File: src/rtl/boss_hp_ctrl_pkg.sv
// Shared game definitions: boss FSM encoding, health/phase thresholds and hitbox size.
// The boss movement block imports this too, so phase thresholds stay in one place.
package boss_hp_ctrl_pkg;

  typedef enum logic [2:0] {
    ST_IDLE,
    ST_FIGHT,
    ST_COOLDOWN,
    ST_GRACE,
    ST_DEAD
  } boss_state_t;

  localparam int HP_W  = 10;
  localparam int CNT_W = 5;

  localparam logic [HP_W-1:0] HP_MAX  = 10'd450;
  localparam logic [HP_W-1:0] DMG     = 10'd10;
  localparam logic [HP_W-1:0] PH2_TOP = 10'd300;
  localparam logic [HP_W-1:0] PH3_TOP = 10'd150;

  localparam logic [9:0] BOSS_W = 10'd160;
  localparam logic [9:0] BOSS_H = 10'd120;

  // Counter reload values: invulnerability lasts exactly HIT_CD / PHASE_GRACE cycles.
  localparam int HIT_CD      = 8;
  localparam int PHASE_GRACE = 32;
  localparam logic [CNT_W-1:0] HIT_CD_LOAD = CNT_W'(HIT_CD - 1);
  localparam logic [CNT_W-1:0] GRACE_LOAD  = CNT_W'(PHASE_GRACE - 1);

  function automatic logic [1:0] hp_phase(input logic [HP_W-1:0] hp);
    if (hp == '0)          return 2'd0;
    else if (hp <= PH3_TOP) return 2'd3;
    else if (hp <= PH2_TOP) return 2'd2;
    else                    return 2'd1;
  endfunction

endpackage

File: src/rtl/hitbox_cmp.sv
// Combinational point-in-rectangle test; rectangle spans [x, x+W) by [y, y+H).
// Right/bottom edges are formed in 11 bits so a box near the screen edge never wraps.
module hitbox_cmp #(
  parameter logic [9:0] W = 10'd160,
  parameter logic [9:0] H = 10'd120
) (
  input  logic       pt_valid,
  input  logic [9:0] pt_x,
  input  logic [9:0] pt_y,
  input  logic [9:0] rect_x,
  input  logic [9:0] rect_y,
  output logic       hit
);

  logic [10:0] x_end;
  logic [10:0] y_end;
  logic        in_x;
  logic        in_y;

  assign x_end = {1'b0, rect_x} + {1'b0, W};
  assign y_end = {1'b0, rect_y} + {1'b0, H};

  assign in_x = (pt_x >= rect_x) && ({1'b0, pt_x} < x_end);
  assign in_y = (pt_y >= rect_y) && ({1'b0, pt_y} < y_end);

  assign hit = pt_valid && in_x && in_y;

endmodule

File: src/rtl/boss_hp_ctrl.sv
// Boss health controller: bullet hit detection, damage with cooldown, phase grace
// periods and sticky defeat. All outputs are registered.
import boss_hp_ctrl_pkg::*;

module boss_hp_ctrl (
  input  logic            clk22,
  input  logic            rst,
  input  logic            gamestart,
  input  logic            boss,
  input  logic [9:0]      bossx,
  input  logic [9:0]      bossy,
  input  logic            bullet_valid,
  input  logic [9:0]      bullet_x,
  input  logic [9:0]      bullet_y,
  output logic [HP_W-1:0] bosshp,
  output logic            bullet_hit,
  output logic            flash,
  output logic [1:0]      phase,
  output logic            boss_dead
);

  boss_state_t      state_q, state_d;
  logic [HP_W-1:0]  hp_q, hp_d;
  logic [CNT_W-1:0] cnt_q, cnt_d;
  logic             hit_q, hit_d;
  logic             flash_q, flash_d;
  logic [1:0]       phase_q, phase_d;
  logic             dead_q, dead_d;

  logic             overlap;
  logic [HP_W-1:0]  hp_after_hit;

  hitbox_cmp #(
    .W (BOSS_W),
    .H (BOSS_H)
  ) u_hitbox (
    .pt_valid (bullet_valid),
    .pt_x     (bullet_x),
    .pt_y     (bullet_y),
    .rect_x   (bossx),
    .rect_y   (bossy),
    .hit      (overlap)
  );

  assign hp_after_hit = (hp_q <= DMG) ? '0 : hp_q - DMG;

  always_comb begin
    state_d = state_q;
    hp_d    = hp_q;
    cnt_d   = cnt_q;
    hit_d   = 1'b0;

    case (state_q)
      ST_IDLE: begin
        if (boss && (hp_q != '0)) state_d = ST_FIGHT;
      end
      ST_FIGHT: begin
        if (!boss) begin
          state_d = ST_IDLE;
        end else if (overlap) begin
          hit_d = 1'b1;
          hp_d  = hp_after_hit;
          if (hp_after_hit == '0) begin
            state_d = ST_DEAD;
          end else if (hp_phase(hp_after_hit) != hp_phase(hp_q)) begin
            state_d = ST_GRACE;
            cnt_d   = GRACE_LOAD;
          end else begin
            state_d = ST_COOLDOWN;
            cnt_d   = HIT_CD_LOAD;
          end
        end
      end
      ST_COOLDOWN, ST_GRACE: begin
        if (!boss) begin
          state_d = ST_IDLE;
          cnt_d   = '0;
        end else if (cnt_q == '0) begin
          state_d = ST_FIGHT;
        end else begin
          cnt_d = cnt_q - 1'b1;
        end
      end
      ST_DEAD: begin
        hp_d = '0;
      end
      default: begin
        state_d = ST_IDLE;
        cnt_d   = '0;
      end
    endcase

    // Status outputs track the next state so they line up with the hp update.
    flash_d = (state_d == ST_COOLDOWN);
    dead_d  = (state_d == ST_DEAD);
    phase_d = ((state_d == ST_IDLE) || (state_d == ST_DEAD)) ? 2'd0 : hp_phase(hp_d);
  end

  always_ff @(posedge clk22) begin
    if (rst || gamestart) begin
      state_q <= ST_IDLE;
      hp_q    <= HP_MAX;
      cnt_q   <= '0;
      hit_q   <= 1'b0;
      flash_q <= 1'b0;
      phase_q <= 2'd0;
      dead_q  <= 1'b0;
    end else begin
      state_q <= state_d;
      hp_q    <= hp_d;
      cnt_q   <= cnt_d;
      hit_q   <= hit_d;
      flash_q <= flash_d;
      phase_q <= phase_d;
      dead_q  <= dead_d;
    end
  end

  assign bosshp     = hp_q;
  assign bullet_hit = hit_q;
  assign flash      = flash_q;
  assign phase      = phase_q;
  assign boss_dead  = dead_q;

endmodule

File: config.mk
export PLATFORM = sky130hd
export DESIGN_NAME = boss_hp_ctrl
export DESIGN_NICKNAME = d
export VERILOG_FILES = /design/src/rtl/boss_hp_ctrl_pkg.sv /design/src/rtl/hitbox_cmp.sv /design/src/rtl/boss_hp_ctrl.sv
export SDC_FILE = /design/constraint.sdc
export NUM_CORES = 1
export LEC_CHECK = 0
export CAP_MARGIN = 20
export CELL_PAD_IN_SITES_DETAIL_PLACEMENT = 0
export CELL_PAD_IN_SITES_GLOBAL_PLACEMENT = 1
export CORE_MARGIN = 2
export CORE_UTILIZATION = 30
export DETAILED_ROUTE_END_ITERATION = 12
export DONT_BUFFER_PORTS = 1
export PLACE_DENSITY_LB_ADDON = 0.1
export SLEW_MARGIN = 20
export SYNTH_ARGS = -nofsm -noshare
export SYNTH_HDL_FRONTEND = slang
export SYNTH_SLANG_ARGS = --single-unit
File: constraint.sdc
create_clock -name clk22 -period 7.4 [get_ports clk22]
set_input_delay 1.48 -clock clk22 [delete_from_list [all_inputs] [get_ports clk22]]
set_output_delay 1.48 -clock clk22 [all_outputs]
set_load 0.02 [all_outputs]
==> reports/qor.yml <==
status:
  status: "finished clean"
worst_setup_path:
  r2r_cells: 11
  path_class: "in -> reg"
  r2r_setup_slack_ns: 3.67
  critPathLaunchType: "primary input"
  worst_setup_path_end_kind: "flop"
  arrival_ns: 4.88
  worstReg2RegStart: "bosshp[2]"
  r2r_end: "cnt_q[4]"
  cp.required_ns: 7.54
  cp_max_fo: 10
synthesis:
  ys.flop_type: "dfxtp_1"
  muxShareOfSynthArea_pct: 2.55
  ys_ff_latch: 23
  async_flop_share_pct: 0
  synthXorXnorAreaFrac_pct: 3.32
  synth_top_family_by_area: "compound AO/OA/AOI/OAI gates"
  synth_top_area_cell: "ha_1"
  synth_area_um2: 2900
  synth_top_area_share_pct: 16.8
  synthTopCellsByArea: "ha_1 17%, dfxtp_1 16%, a21oi_1 5.2%"
  synth_enable_flop_cells: 0
  synthAdderAreaFrac_pct: 16.8
  synthesis.nets: 468
  synth-warning-count: 0
  ys_seq_area_share_pct: 15.9
  synth-simple-area-share_pct: 26.6
  synthCells: 384
  synth-compound-area-share_pct: 28.4
  synth_area_per_cell_um2: 7.55
  yosysUniqueCellTypes: 66
cells_and_area:
  area_delta_synth_final_pct: 5.18
  nFillCells: 1044
  antenna_cells: 0
  fin_nets: 461
  finish.utilization_pct: 32.7
  multiInputGateArea_um2: 2250
  drive_gt1_share_pct: 7.18
  regArea_um2: 460
timing:
  fin_tns_setup_ns: 0
  finalSetupViolations: 0
  slew-limit-headroom_pct: 45.1
  finClkSkew_ns: 0.00934
  min_period_over_period_pct: 64.1
  rsz0062_at_grt: "false"
  period_minus_slack_ns: 4.74
  fmax_mhz: 211
  hold_slack_ns: 0.576
  hold_viol_final: 0
  final_max_slew_viol_count: 0
  tightestPinTransition_ns: 0.822
detailed_routing:
  firstDrtPassIters: 4
  routed-via-count: 2738
  post_drt_via_cell_ratio: 5.42
  wirelength_um: 8350
  first_iter_violations: 106
  wire_per_inst_um: 16.5
  antenna_left: 0
  drcViolationCount: 0
hold_path:
  hold_class: "reg -> reg"
  min-delay-start: "cnt_q[4]"
  holdPathEnd: "cnt_q[4]"
  min_path_cells: 1
cts:
  postCtsResizedCells: 0
  cts_buffer_depth: 2
  clock_latency_ns: 0.27
  ctsHoldBuffers: 0
  cts_tree: "yes"
  clk_pin_slew_ns: 0.09
  numCtsBuffers: 3
  cts_post_setup_buffers_inserted: 0
  htreeDepth: 1
  root_buffer: "clkbuf_8"
  cts.sinks: 23
floorplanning:
  row_count: 35
  pin_count: 60
  start_util_pct: 31.1
  die-area_um2: 10500
  coreArea_um2: 9330
  dieWidth_um: 102
  die_h_um: 102
placed_design:
  portBuffers: 0
  gp_congestion: 0.841
  dp_hpwl_um: 6680
grt:
  grt_pass1_wl_um: 13300
  track_usage_pct: 15.9
  antenna_found_initial: 0
  grt_max_degree: 23
  grt_pass1_vias: 2585
  overflow: 0
power_and_ir_drop:
  totalPowerFinal_uw: 277
  powerDensity_nw_per_um2: 91.0
  vdd_drop_max_uv: 67.7
  power_leakage_uw: 0.00122
run:
  max_cap_violations: 0
-- layer usage --
metal	up-vias	wire length (µm)	global-route usage (%)	part of all wire (%)
met1	1288	4090	22.0	49
met2	42	3930	27.2	47
met3	7	259	1.57	3.1
met4	0	66	2.87	0.79
met5	-	0	0	0
li1	1401	-	-	-
-- synth_stat cells (4+ instances only) --
cell / number
or3_1: 4
o21ai_0: 19
o22ai_1: 4
ha_1: 39
o21a_1: 8
or2_2: 7
clkbuf_1: 7
mux2i_1: 4
a21o_1: 5
nor2_1: 37
nand3_1: 5
nand2b_1: 7
inv_1: 32
nand4_1: 10
o211ai_1: 6
and2_1: 8
nand2_1: 25
a21oi_1: 30
nor2b_1: 10
buf_2: 4
dfxtp_1: 23
xnor2_1: 10
nor3_1: 7
a31oi_1: 8
-- worst max-delay path: stages --
cell and delay [ns]:
or4_1 0.54, nand2_1 0.10, xnor2_1 0.12, ha_1 0.28, a21oi_1 0.19, o22ai_1 0.10
o21ai_0 0.21, and4_1 0.50, nand3_4 0.18, a31oi_1 0.42, nand4_1 0.15, nor4bb_1 0.50
a211oi_1 0.10
-- report_power, final --
| group | internal [µW] | switching (µW) |
|---|---|---|
| Clock | 37.7 | 42.7 |
| Combinational | 30.9 | 41.1 |
| Sequential | 124 | 0.799 |
| Total | 193 | 84.6 |
-- stage by stage --
step / cells / instance area, µm² / setup slack (ns)
2_1_floorplan: 384 / 2900 / 3.06
3_3_place_gp: 501 / 3000 / 2.65
3_5_place_dp: 501 / 3000 / 2.51
4_1_cts: 505 / 3050 / 2.78
5_1_grt: 505 / 3050 / 2.42
6_report: 505 / 3050 / 2.66
-- flip-flops by register name (all words and copies together) (netlist names) --
name,flops
state_q,3
boss_dead,1
cnt_q,5
flash,1
bosshp,10
bullet_hit,1
phase,2
-- layout make-up --
| type | instances | share of cell area, % |
|---|---|---|
| inverter | 32 | 3.94 |
| clock buffer | 3 | 1.35 |
| multi-input combinational | 316 | 73.9 |
| sequential | 23 | 15.1 |
| timing repair buffer | 1 | 0.246 |
| tap | 129 | 5.30 |
| clock inverter | 1 | 0.164 |
-- placed cells by master (no fill, tap or decap), types with 4 or more instances in the layout --
| master | netlist | routed |
|---|---|---|
| ha_1 | 39 | 39 |
| nor2_1 | 37 | 37 |
| inv_1 | 32 | 32 |
| a21oi_1 | 30 | 30 |
| nand2_1 | 25 | 25 |
| dfxtp_1 | 23 | 23 |
| o21ai_0 | 19 | 19 |
| xnor2_1 | 10 | 10 |
| nor2b_1 | 10 | 10 |
| nand4_1 | 10 | 10 |
| a31oi_1 | 8 | 8 |
| o21a_1 | 8 | 8 |
| and2_1 | 8 | 8 |
| nor3_1 | 7 | 7 |
| or2_2 | 7 | 7 |
| nand2b_1 | 7 | 7 |
| o211ai_1 | 6 | 6 |
| nand3_1 | 5 | 5 |
| a21o_1 | 5 | 5 |
| o22ai_1 | 4 | 4 |
| or3_1 | 4 | 4 |
| mux2i_1 | 4 | 4 |
-- kinds of logic (layout without fill, tap and decap cells) --
kind of cell             after synthesis  after routing
flip-flops                            23             23
buffers and inverters                 45             37
adder cells (fa/ha/maj)               39             39
AND/OR/NAND/NOR                      141            141
AO/OA/AOI/OAI                        118            118
multiplexers                           7              7
XOR/XNOR                              11             11
-- how the worst max path moves through the flow --
stage / startpoint / endpoint / slack (ns)
floorplan: bossy[3] / phase[0] / 3.06
global placement: bossy[3] / phase[0] / 2.65
CTS: bossy[3] / phase[0] / 2.78
finish: bossy[3] / phase[0] / 2.66
global route: bossy[3] / phase[0] / 2.42
detailed placement: bossy[3] / phase[0] / 2.51
No activity file was read; power rests on OpenSTA's default activity.
